==> config.mk <==
export PLATFORM = sky130hd
export DESIGN_NAME = cache_axi_bridge
export DESIGN_NICKNAME = d
export VERILOG_FILES = /design/src/rtl/cache_axi_bridge.sv
export SDC_FILE = /design/constraint.sdc
export NUM_CORES = 1
export LEC_CHECK = 0
export BUFFER_PORTS_ARGS = -buffer_cell sky130_fd_sc_hd__clkbuf_2
export CORE_UTILIZATION = 25
export CTS_CLUSTER_DIAMETER = 200
export DETAILED_ROUTE_END_ITERATION = 10
export SLEW_MARGIN = 20
export SYNTH_ARGS = -nofsm -noshare
export SYNTH_HDL_FRONTEND = slang
export SYNTH_SLANG_ARGS = --single-unit
==> constraint.sdc <==
create_clock -name clk -period 2.53 [get_ports clk]
set_clock_uncertainty 0.05 [all_clocks]
set_input_delay 0.1265 -clock clk [delete_from_list [all_inputs] [get_ports clk]]
set_output_delay 0.1265 -clock clk [all_outputs]
set_load 0.01 [all_outputs]
==> src/rtl/cache_axi_bridge.sv <==
// Bridges the cache rd/ret/wr request interface onto one AXI master port.
// Each accepted request becomes one AXI burst. At most one read and one write can be outstanding.
module cache_axi_bridge #(
  parameter int         LINE_WIDTH = 256,
  parameter int         BEAT_CNT_W = 3,
  parameter logic [3:0] AXI_RD_ID  = 4'd0,
  parameter logic [3:0] AXI_WR_ID  = 4'd1
) (
  input  logic                  clk,
  input  logic                  resetn,
  input  logic                  rd_req,
  input  logic [2:0]            rd_type,
  input  logic [31:0]           rd_addr,
  output logic                  rd_rdy,
  output logic                  ret_valid,
  output logic                  ret_last,
  output logic [31:0]           ret_data,
  input  logic                  wr_req,
  input  logic [2:0]            wr_type,
  input  logic [31:0]           wr_addr,
  input  logic [3:0]            wr_wstrb,
  input  logic [LINE_WIDTH-1:0] wr_data,
  output logic                  wr_rdy,
  output logic [3:0]            arid,
  output logic [31:0]           araddr,
  output logic [7:0]            arlen,
  output logic [2:0]            arsize,
  output logic [1:0]            arburst,
  output logic                  arvalid,
  input  logic                  arready,
  input  logic [3:0]            rid,
  input  logic [31:0]           rdata,
  input  logic [1:0]            rresp,
  input  logic                  rlast,
  input  logic                  rvalid,
  output logic                  rready,
  output logic [3:0]            awid,
  output logic [31:0]           awaddr,
  output logic [7:0]            awlen,
  output logic [2:0]            awsize,
  output logic [1:0]            awburst,
  output logic                  awvalid,
  input  logic                  awready,
  output logic [31:0]           wdata,
  output logic [3:0]            wstrb,
  output logic                  wlast,
  output logic                  wvalid,
  input  logic                  wready,
  input  logic [3:0]            bid,
  input  logic [1:0]            bresp,
  input  logic                  bvalid,
  output logic                  bready
);

  localparam int         LINE_BEATS = LINE_WIDTH / 32;
  localparam logic [7:0] LINE_LEN   = 8'(LINE_BEATS - 1);
  localparam logic [2:0] TYPE_LINE  = 3'b100;

  typedef enum logic [1:0] {R_IDLE = 2'd0, R_AR = 2'd1, R_DATA = 2'd2} rd_state_e;
  typedef enum logic [1:0] {W_IDLE = 2'd0, W_AW = 2'd1, W_DATA = 2'd2, W_RESP = 2'd3} wr_state_e;

  rd_state_e             rd_state_q;
  logic [31:0]           rd_addr_q;
  logic                  rd_line_q;
  wr_state_e             wr_state_q;
  logic [31:0]           wr_addr_q;
  logic                  wr_line_q;
  logic [3:0]            wr_strb_q;
  logic [LINE_WIDTH-1:0] wr_buf_q;
  logic [BEAT_CNT_W-1:0] beat_cnt_q;
  logic                  unused_s;

  // Response ids/status are not used: only one burst per direction is ever in flight.
  assign unused_s = ^{rid, rresp, bid, bresp};

  // A pending write (current or same-cycle) blocks read acceptance so reads never pass writes.
  assign rd_rdy = (rd_state_q == R_IDLE) && (wr_state_q == W_IDLE) && !wr_req;
  assign wr_rdy = (wr_state_q == W_IDLE);

  assign arid    = AXI_RD_ID;
  assign araddr  = rd_addr_q;
  assign arlen   = rd_line_q ? LINE_LEN : 8'd0;
  assign arsize  = 3'b010;
  assign arburst = 2'b01;
  assign arvalid = (rd_state_q == R_AR);
  assign rready  = (rd_state_q == R_DATA);

  // Returned beats pass straight through so the cache sees data with no added latency.
  assign ret_valid = rready & rvalid;
  assign ret_last  = rready & rvalid & rlast;
  assign ret_data  = rdata;

  assign awid    = AXI_WR_ID;
  assign awaddr  = wr_addr_q;
  assign awlen   = wr_line_q ? LINE_LEN : 8'd0;
  assign awsize  = 3'b010;
  assign awburst = 2'b01;
  assign awvalid = (wr_state_q == W_AW);
  assign wvalid  = (wr_state_q == W_DATA);
  assign wdata   = wr_buf_q[31:0];
  assign wstrb   = wr_line_q ? 4'hf : wr_strb_q;
  assign wlast   = (wr_state_q == W_DATA) && (8'(beat_cnt_q) == awlen);
  assign bready  = (wr_state_q == W_RESP);

  // Read request FSM: latch request, issue AR, then pass R beats through until rlast.
  always_ff @(posedge clk or negedge resetn) begin
    if (!resetn) begin
      rd_state_q <= R_IDLE;
      rd_addr_q  <= 32'd0;
      rd_line_q  <= 1'b0;
    end else begin
      case (rd_state_q)
        R_IDLE: begin
          if (rd_req && rd_rdy) begin
            rd_addr_q  <= rd_addr;
            rd_line_q  <= (rd_type == TYPE_LINE);
            rd_state_q <= R_AR;
          end
        end
        R_AR: begin
          if (arready) rd_state_q <= R_DATA;
        end
        R_DATA: begin
          if (rvalid && rlast) rd_state_q <= R_IDLE;
        end
        default: rd_state_q <= R_IDLE;
      endcase
    end
  end

  // Write request FSM: AW first, then shift the line buffer out one beat per W handshake, then B.
  always_ff @(posedge clk or negedge resetn) begin
    if (!resetn) begin
      wr_state_q <= W_IDLE;
      wr_addr_q  <= 32'd0;
      wr_line_q  <= 1'b0;
      wr_strb_q  <= 4'h0;
      wr_buf_q   <= '0;
      beat_cnt_q <= '0;
    end else begin
      case (wr_state_q)
        W_IDLE: begin
          if (wr_req) begin
            wr_addr_q  <= wr_addr;
            wr_line_q  <= (wr_type == TYPE_LINE);
            wr_strb_q  <= wr_wstrb;
            wr_buf_q   <= wr_data;
            beat_cnt_q <= '0;
            wr_state_q <= W_AW;
          end
        end
        W_AW: begin
          if (awready) begin
            beat_cnt_q <= '0;
            wr_state_q <= W_DATA;
          end
        end
        W_DATA: begin
          if (wready) begin
            wr_buf_q   <= wr_buf_q >> 32;
            beat_cnt_q <= beat_cnt_q + BEAT_CNT_W'(1);
            if (wlast) wr_state_q <= W_RESP;
          end
        end
        W_RESP: begin
          if (bvalid) wr_state_q <= W_IDLE;
        end
        default: wr_state_q <= W_IDLE;
      endcase
    end
  end

endmodule
# After elaboration in Yosys (flattened, before gate mapping)
# Index checks and enable logic that the tools add are counted.
[classes] n_addsub=1 n_eq_ne=16 mux=20 n_bitwise=2 reduce_logical=16
[op_table] cell="$mux W256" n=2
[op_table] cell="$pmux W256 S2" n=1
[op_table] cell="$mux W2" n=8
[op_table] cell="$mux W3" n=5
[op_table] cell="$ne A2 B1 Y1 const B" n=5
[op_table] cell="$pmux W3 S3" n=1
[op_table] cell="$pmux W2 S4" n=1
[op_table] cell="$eq A2 B2 Y1 const B" n=3
[op_table] cell="$eq A3 B3 Y1 const B" n=2
[op_table] cell="$ne A2 B2 Y1 const B" n=3
[op_table] cell="$pmux W2 S3" n=1
[op_table] cell="$reduce_and A3 Y1" n=2
[op_table] cell="$logic_and A1 B1 Y1" n=5
[op_table] cell="$reduce_and A5 Y1" n=1
[op_table] cell="$eq A2 B1 Y1 const B" n=2
[op_table] cell="$logic_not A2 Y1" n=2
[op_table] cell="$mux W4" n=1
[op_table] cell="$reduce_and A2 Y1" n=2
[op_table] cell="$reduce_and A4 Y1" n=1
[op_table] cell="$add A3 B1 Y3 const B" n=1
[op_table] cell="$eq A3 B3 Y1" n=1
[op_table] cell="$reduce_bool A3 Y1" n=1
[op_table] cell="$and A1 B1 Y1" n=2
[op_table] cell="$reduce_bool A2 Y1" n=1
[op_table] cell="$logic_not A1 Y1" n=1
[word_totals] ff_bits=333 input_bits=384 out_inout_bits=176 word_cells=64

# Logic depth before layout (Yosys ltp)
[logic_depth] word_depth=6 mapped_depth=9 ltp_nobuf=6

# Worst setup path before layout
# Ideal clock, no wire load.
[synth_timing] kind="register to register" start="reg wr_state_q[0]" end="reg rd_addr_q[0], in the netlist araddr[0]" setup_time_ns=0.128 arrival_time_ns=1.958 t_required_ns=2.352 slack_ns=0.395 stages_incl_launch_ff=8 path_buffers=1 period_less_slack_ns=2.135 path_cell_list="dfrtp_1 inv_1 ha_1 nand2b_1 nor3_1 nand2_1 buf_2 mux2_1"
[synth_via] elab_chain_len=5
[synth_rtl] element="start, declared" line="65" text="wr_state_e wr_state_q;"
[synth_rtl] element="start signal, assigned" line="134" text="wr_state_q <= W_IDLE;"
[synth_rtl] element="start signal, assigned" line="149" text="wr_state_q <= W_AW;"
[synth_rtl] element="start signal, assigned" line="155" text="wr_state_q <= W_DATA;"
[synth_rtl] element="$logic_not A2 Y1"
[synth_rtl] element="named net wr_rdy" line="23" text="output logic wr_rdy,"
[synth_rtl] element="$logic_and A1 B1 Y1 (2 in a row)" line="77" text="assign rd_rdy = (rd_state_q == R_IDLE) && (wr_state_q == W_IDLE) && !wr_req;"
[synth_rtl] element="named net rd_rdy" line="14" text="output logic rd_rdy,"
[synth_rtl] element="$logic_and A1 B1 Y1" line="114" text="if (rd_req && rd_rdy) begin"
[synth_rtl] element="$reduce_and A2 Y1 (no line)"
[synth_rtl] element="end signal, assigned" line="115" text="rd_addr_q <= rd_addr;"
[synth_rtl] element="end, declared" line="63" text="logic [31:0] rd_addr_q;"
# The timed path passes the listed nets, and every way through them passes these cells.
# A chain may end at the register's enable or synchronous reset.

# Worst setup path after layout
[layout_timing] start="reg wr_state_q[0]" end="reg wr_buf_q[244]"
[layout_via] elab_chain_len=3 word_cells_on_any_way=7 classes_between="eq/ne: 3; mux: 1; reduce/logical: 3"
[layout_rtl] element="$eq A2 B2 Y1 / $logic_not A2 Y1 (equally long branches)" line="141" text="case (wr_state_q)"
[layout_rtl] element="$ne A2 B1 Y1 (no line) (tied with other cells)"
[layout_rtl] element="$reduce_and A3 Y1 (no line)"
[layout_rtl] element="end signal, assigned" line="147" text="wr_buf_q <= wr_data;"
[layout_rtl] element="end signal, assigned" line="160" text="wr_buf_q <= wr_buf_q >> 32;"
[layout_rtl] element="end, declared" line="69" text="logic [LINE_WIDTH-1:0] wr_buf_q;"
# Parallel ways exist; a longest one is shown, timed or not.

==> summary.md <==
| Metric | Value |
|---|---|
| Initial antenna violation count | `3` |
| Arrival time at the worst endpoint | `2.76 ns` |
| Fillers | `about 5700` |
| TNS Setup | `0 ns` |
| Antenna viol nets, final | `0` |
| Post-Syn Area | `roughly 15000 µm²` |
| Kind of launch point of the worst setup path | `flip-flop` |
| Full die area | `a little over 60000 µm²` |
| Tightest Pin Transition | `roughly 0.75 ns` |
| IO Pins | `560` |
| Placed cells | `around 2500` |
| Most instantiated library cell after synthesis | `dfrtp_1` |
| Root Driver | `clkbuf_16` |
| DRT Wirelength | `~46000 µm` |
| Final instance area | `between 20000 and 25000 µm²` |
| Post-CTS Setup Bufs | `0` |
| Gpl congestion | `roughly 0.80` |
| Largest net degree at the start of global routing | `92` |
| Vias post-DR | `about 12000` |
| Core area | `a little under 60000 µm²` |
| Hold slack | `0.0901 ns` |
| Buf/Inv on CP | `3` |
| Min setup slack post-route | `approximately 0.18 ns` |
| Status | `finished clean` |
| CTS clk-pin slew, worst paths | `approximately 0.060 ns` |
| Leakage | `~11 nW` |
| CTS tree | `yes` |
| Vias per cell | `4.31` |
| Synth top cells by count | `dfrtp_1, nand2_1, o21ai_1` |
| NumNets Final | `2448` |
| HP Class | `in2reg` |
| Register bit total from synthesis | `between 300 and 400` |
| DRT Pass-1 Iters | `4` |
| Crit. End Element | `flip-flop` |
| GRT Residual Overflow | `0` |
| Cts bufs inserted | `39` |
| Maxcap violations | `0` |
| Initial DRC count | `roughly 520` |
| Synth Flop Type | `dfrtp_1` |
| Required time worst endpoint | `between 2 and 3 ns` |
| Place WS | `approximately 0.28 ns` |
| Synth-to-Final Area Change | `48.4%` |
| Row cnt | `between 80 and 90` |
| Top cell type by total area after synthesis | `dfrtp_1` |
| Initial core utilization | `between 20% and 30%` |
| TritonCTS Sinks | `333` |
| Fin crit share | `about 93%` |
| Top-area cell type share of the netlist area | `55.1%` |
| Drt wl/cell | `around 16 µm` |
| Max Root-Sink Buffers | `3` |
| Post-layout min period | `roughly 2.3 ns` |
| Via count of the first global-routing pass | `about 13000` |
| RSZ-0062 raised after global routing | `no` |
| Critical path type | `reg2reg` |
| Final setup viols | `0` |
| Maximum clock rate | `0.426 GHz` |
| Die width | `~250 µm` |
| Synth cell types | `34` |
| Post-Syn Instances | `roughly 1400` |
| Peak VDD IR | `between 0.8 and 0.9 mV` |
| Post-synth EDFFs | `0` |
| Syn. warnings | `0` |
| # DRC | `0` |
| Synthesized area per cell | `~11 µm²` |
| H-tree depth | `2` |
| Worst skew pair latency | `0.54 ns` |
| GRT Overall Usage | `between 10% and 20%` |
| Ratio of cells with drive above 1 in the final layout | `~28%` |
| Die Y | `approximately 250 µm` |
| Non-Filler Instances | `~2900` |
| CP top delay family | `buffers and inverters` |
| Seq/Total Area, Yosys | `between 50% and 60%` |
| Worst-path fanout max | `59` |
| Pwr Density | `1170 nW/µm²` |
| Relative slew margins | `roughly 50%` |
| IO Port Bufs | `around 460` |
| Top area cells in the synthesized netlist | `dfrtp_1, mux2i_1, o21ai_1` |
| Post-layout util | `37.8%` |
| Post-DP HPWL | `between 30000 and 40000 µm` |
| Tot Pwr | `26.3 mW` |
| Crit-path cells | `inv_1, ha_1, nand2b_1, o211ai_1, buf_12, buf_4, a22o_1` |
| Highest-delay cell along the critical path | `dfrtp_1` |
| First-pass GRT wire length | `just over 70000 µm` |
| Post-Place Cell Area | `17800 µm²` |
| CP max stage delay | `approximately 0.42 ns` |
| Final-report hold violation count | `0` |
| Slew Limit Fails | `0` |
| Fraction of registers with async set/reset | `between 90% and 100%` |
==> tightest hold or removal path: stages <==
cell	delay (ns)
clkbuf_2	0.10
o211ai_1	0.21
nand2_1	0.12
o311ai_1	0.08
==> final timing paths <==
path / endpoint / slack (ns) / start / depth (start not counted)
worst min-delay path: beat_cnt_q[2] / 0.09 / awready / 4
worst min register to register: wr_buf_q[218] / 0.43 / wr_buf_q[218] / 2
worst max register to register: wr_buf_q[244] / 0.18 / wr_state_q[0] / 7
worst max-delay path: wr_buf_q[244] / 0.18 / wr_state_q[0] / 7
min in group asynchronous: wr_buf_q[130] / 0.13 / resetn / 2
max in group asynchronous: wr_buf_q[164] / 1.48 / resetn / 3
==> repair_timing <==
| action | 4_1_cts | 5_1_grt |
|---|---|---|
| hold endpoints to repair | 458 | 0 |
| hold buffers | 334 | 0 |
| gates resized for setup | 0 | 0 |
==> cells in the final DEF (no fill, tap or decap), types with 5 or more instances in the layout <==
master	instances
clkbuf_8	9
inv_1	5
clkbuf_1	9
clkbuf_16	41
nand2_1	232
o21ai_1	226
buf_12	16
dfrtp_1	333
clkinv_2	5
clkbuf_2	454
ha_1	6
diode_2	5
dlygate4sd3_1	334
a22o_1	34
mux2i_1	224
mux2_1	52
mux2_2	18
buf_4	20
conb_1	28
==> area by class of cell <==
class / count / area (µm²) / area share, %
antenna: 5 / 12.5 / 0.0557
clock buffer: 59 / 1180 / 5.27
clock inverter: 7 / 62.6 / 0.279
inverter: 5 / 18.8 / 0.0836
multi-input combinational: 853 / 5770 / 25.7
sequential: 333 / 8330 / 37.1
tap: 773 / 967 / 4.31
timing repair buffer: 825 / 6100 / 27.2
==> cell families after synthesis <==
family	synth area share, %
flip-flops	55.1
multiplexers	20.0
AO/OA/AOI/OAI	9.97
AND/OR/NAND/NOR	6.70
buffers and inverters	7.60
adder cells (fa/ha/maj)	0.579
other	0.0496
==> routing by layer <==
| metal | vias up | track usage, % | share of wire, % |
|---|---|---|---|
| met4 | 0 | 5.50 | 2.8 |
| met2 | 333 | 23.7 | 48 |
| li1 | 5954 | - | - |
| met3 | 87 | 3.14 | 4.9 |
| met5 | - | 0 | 0 |
| met1 | 5962 | 19.1 | 44 |
==> power breakdown <==
group | leakage, nW | internal [mW] | switching, mW
logic | 5.85 | 5.03 | 6.23
registers | 4.15 | 7.97 | 1.60
clock network | 0.614 | 3.31 | 2.18
total | 10.6 | 16.3 | 10.0
==> registers in the layout (all words and copies together) (netlist names) <==
signal      flops
wr_line_q       1
rd_state_q      2
awaddr         32
beat_cnt_q      3
wr_state_q      2
araddr         32
wr_buf_q      256
wr_strb_q       4
rd_line_q       1
(Power assumes the default switching activity.)
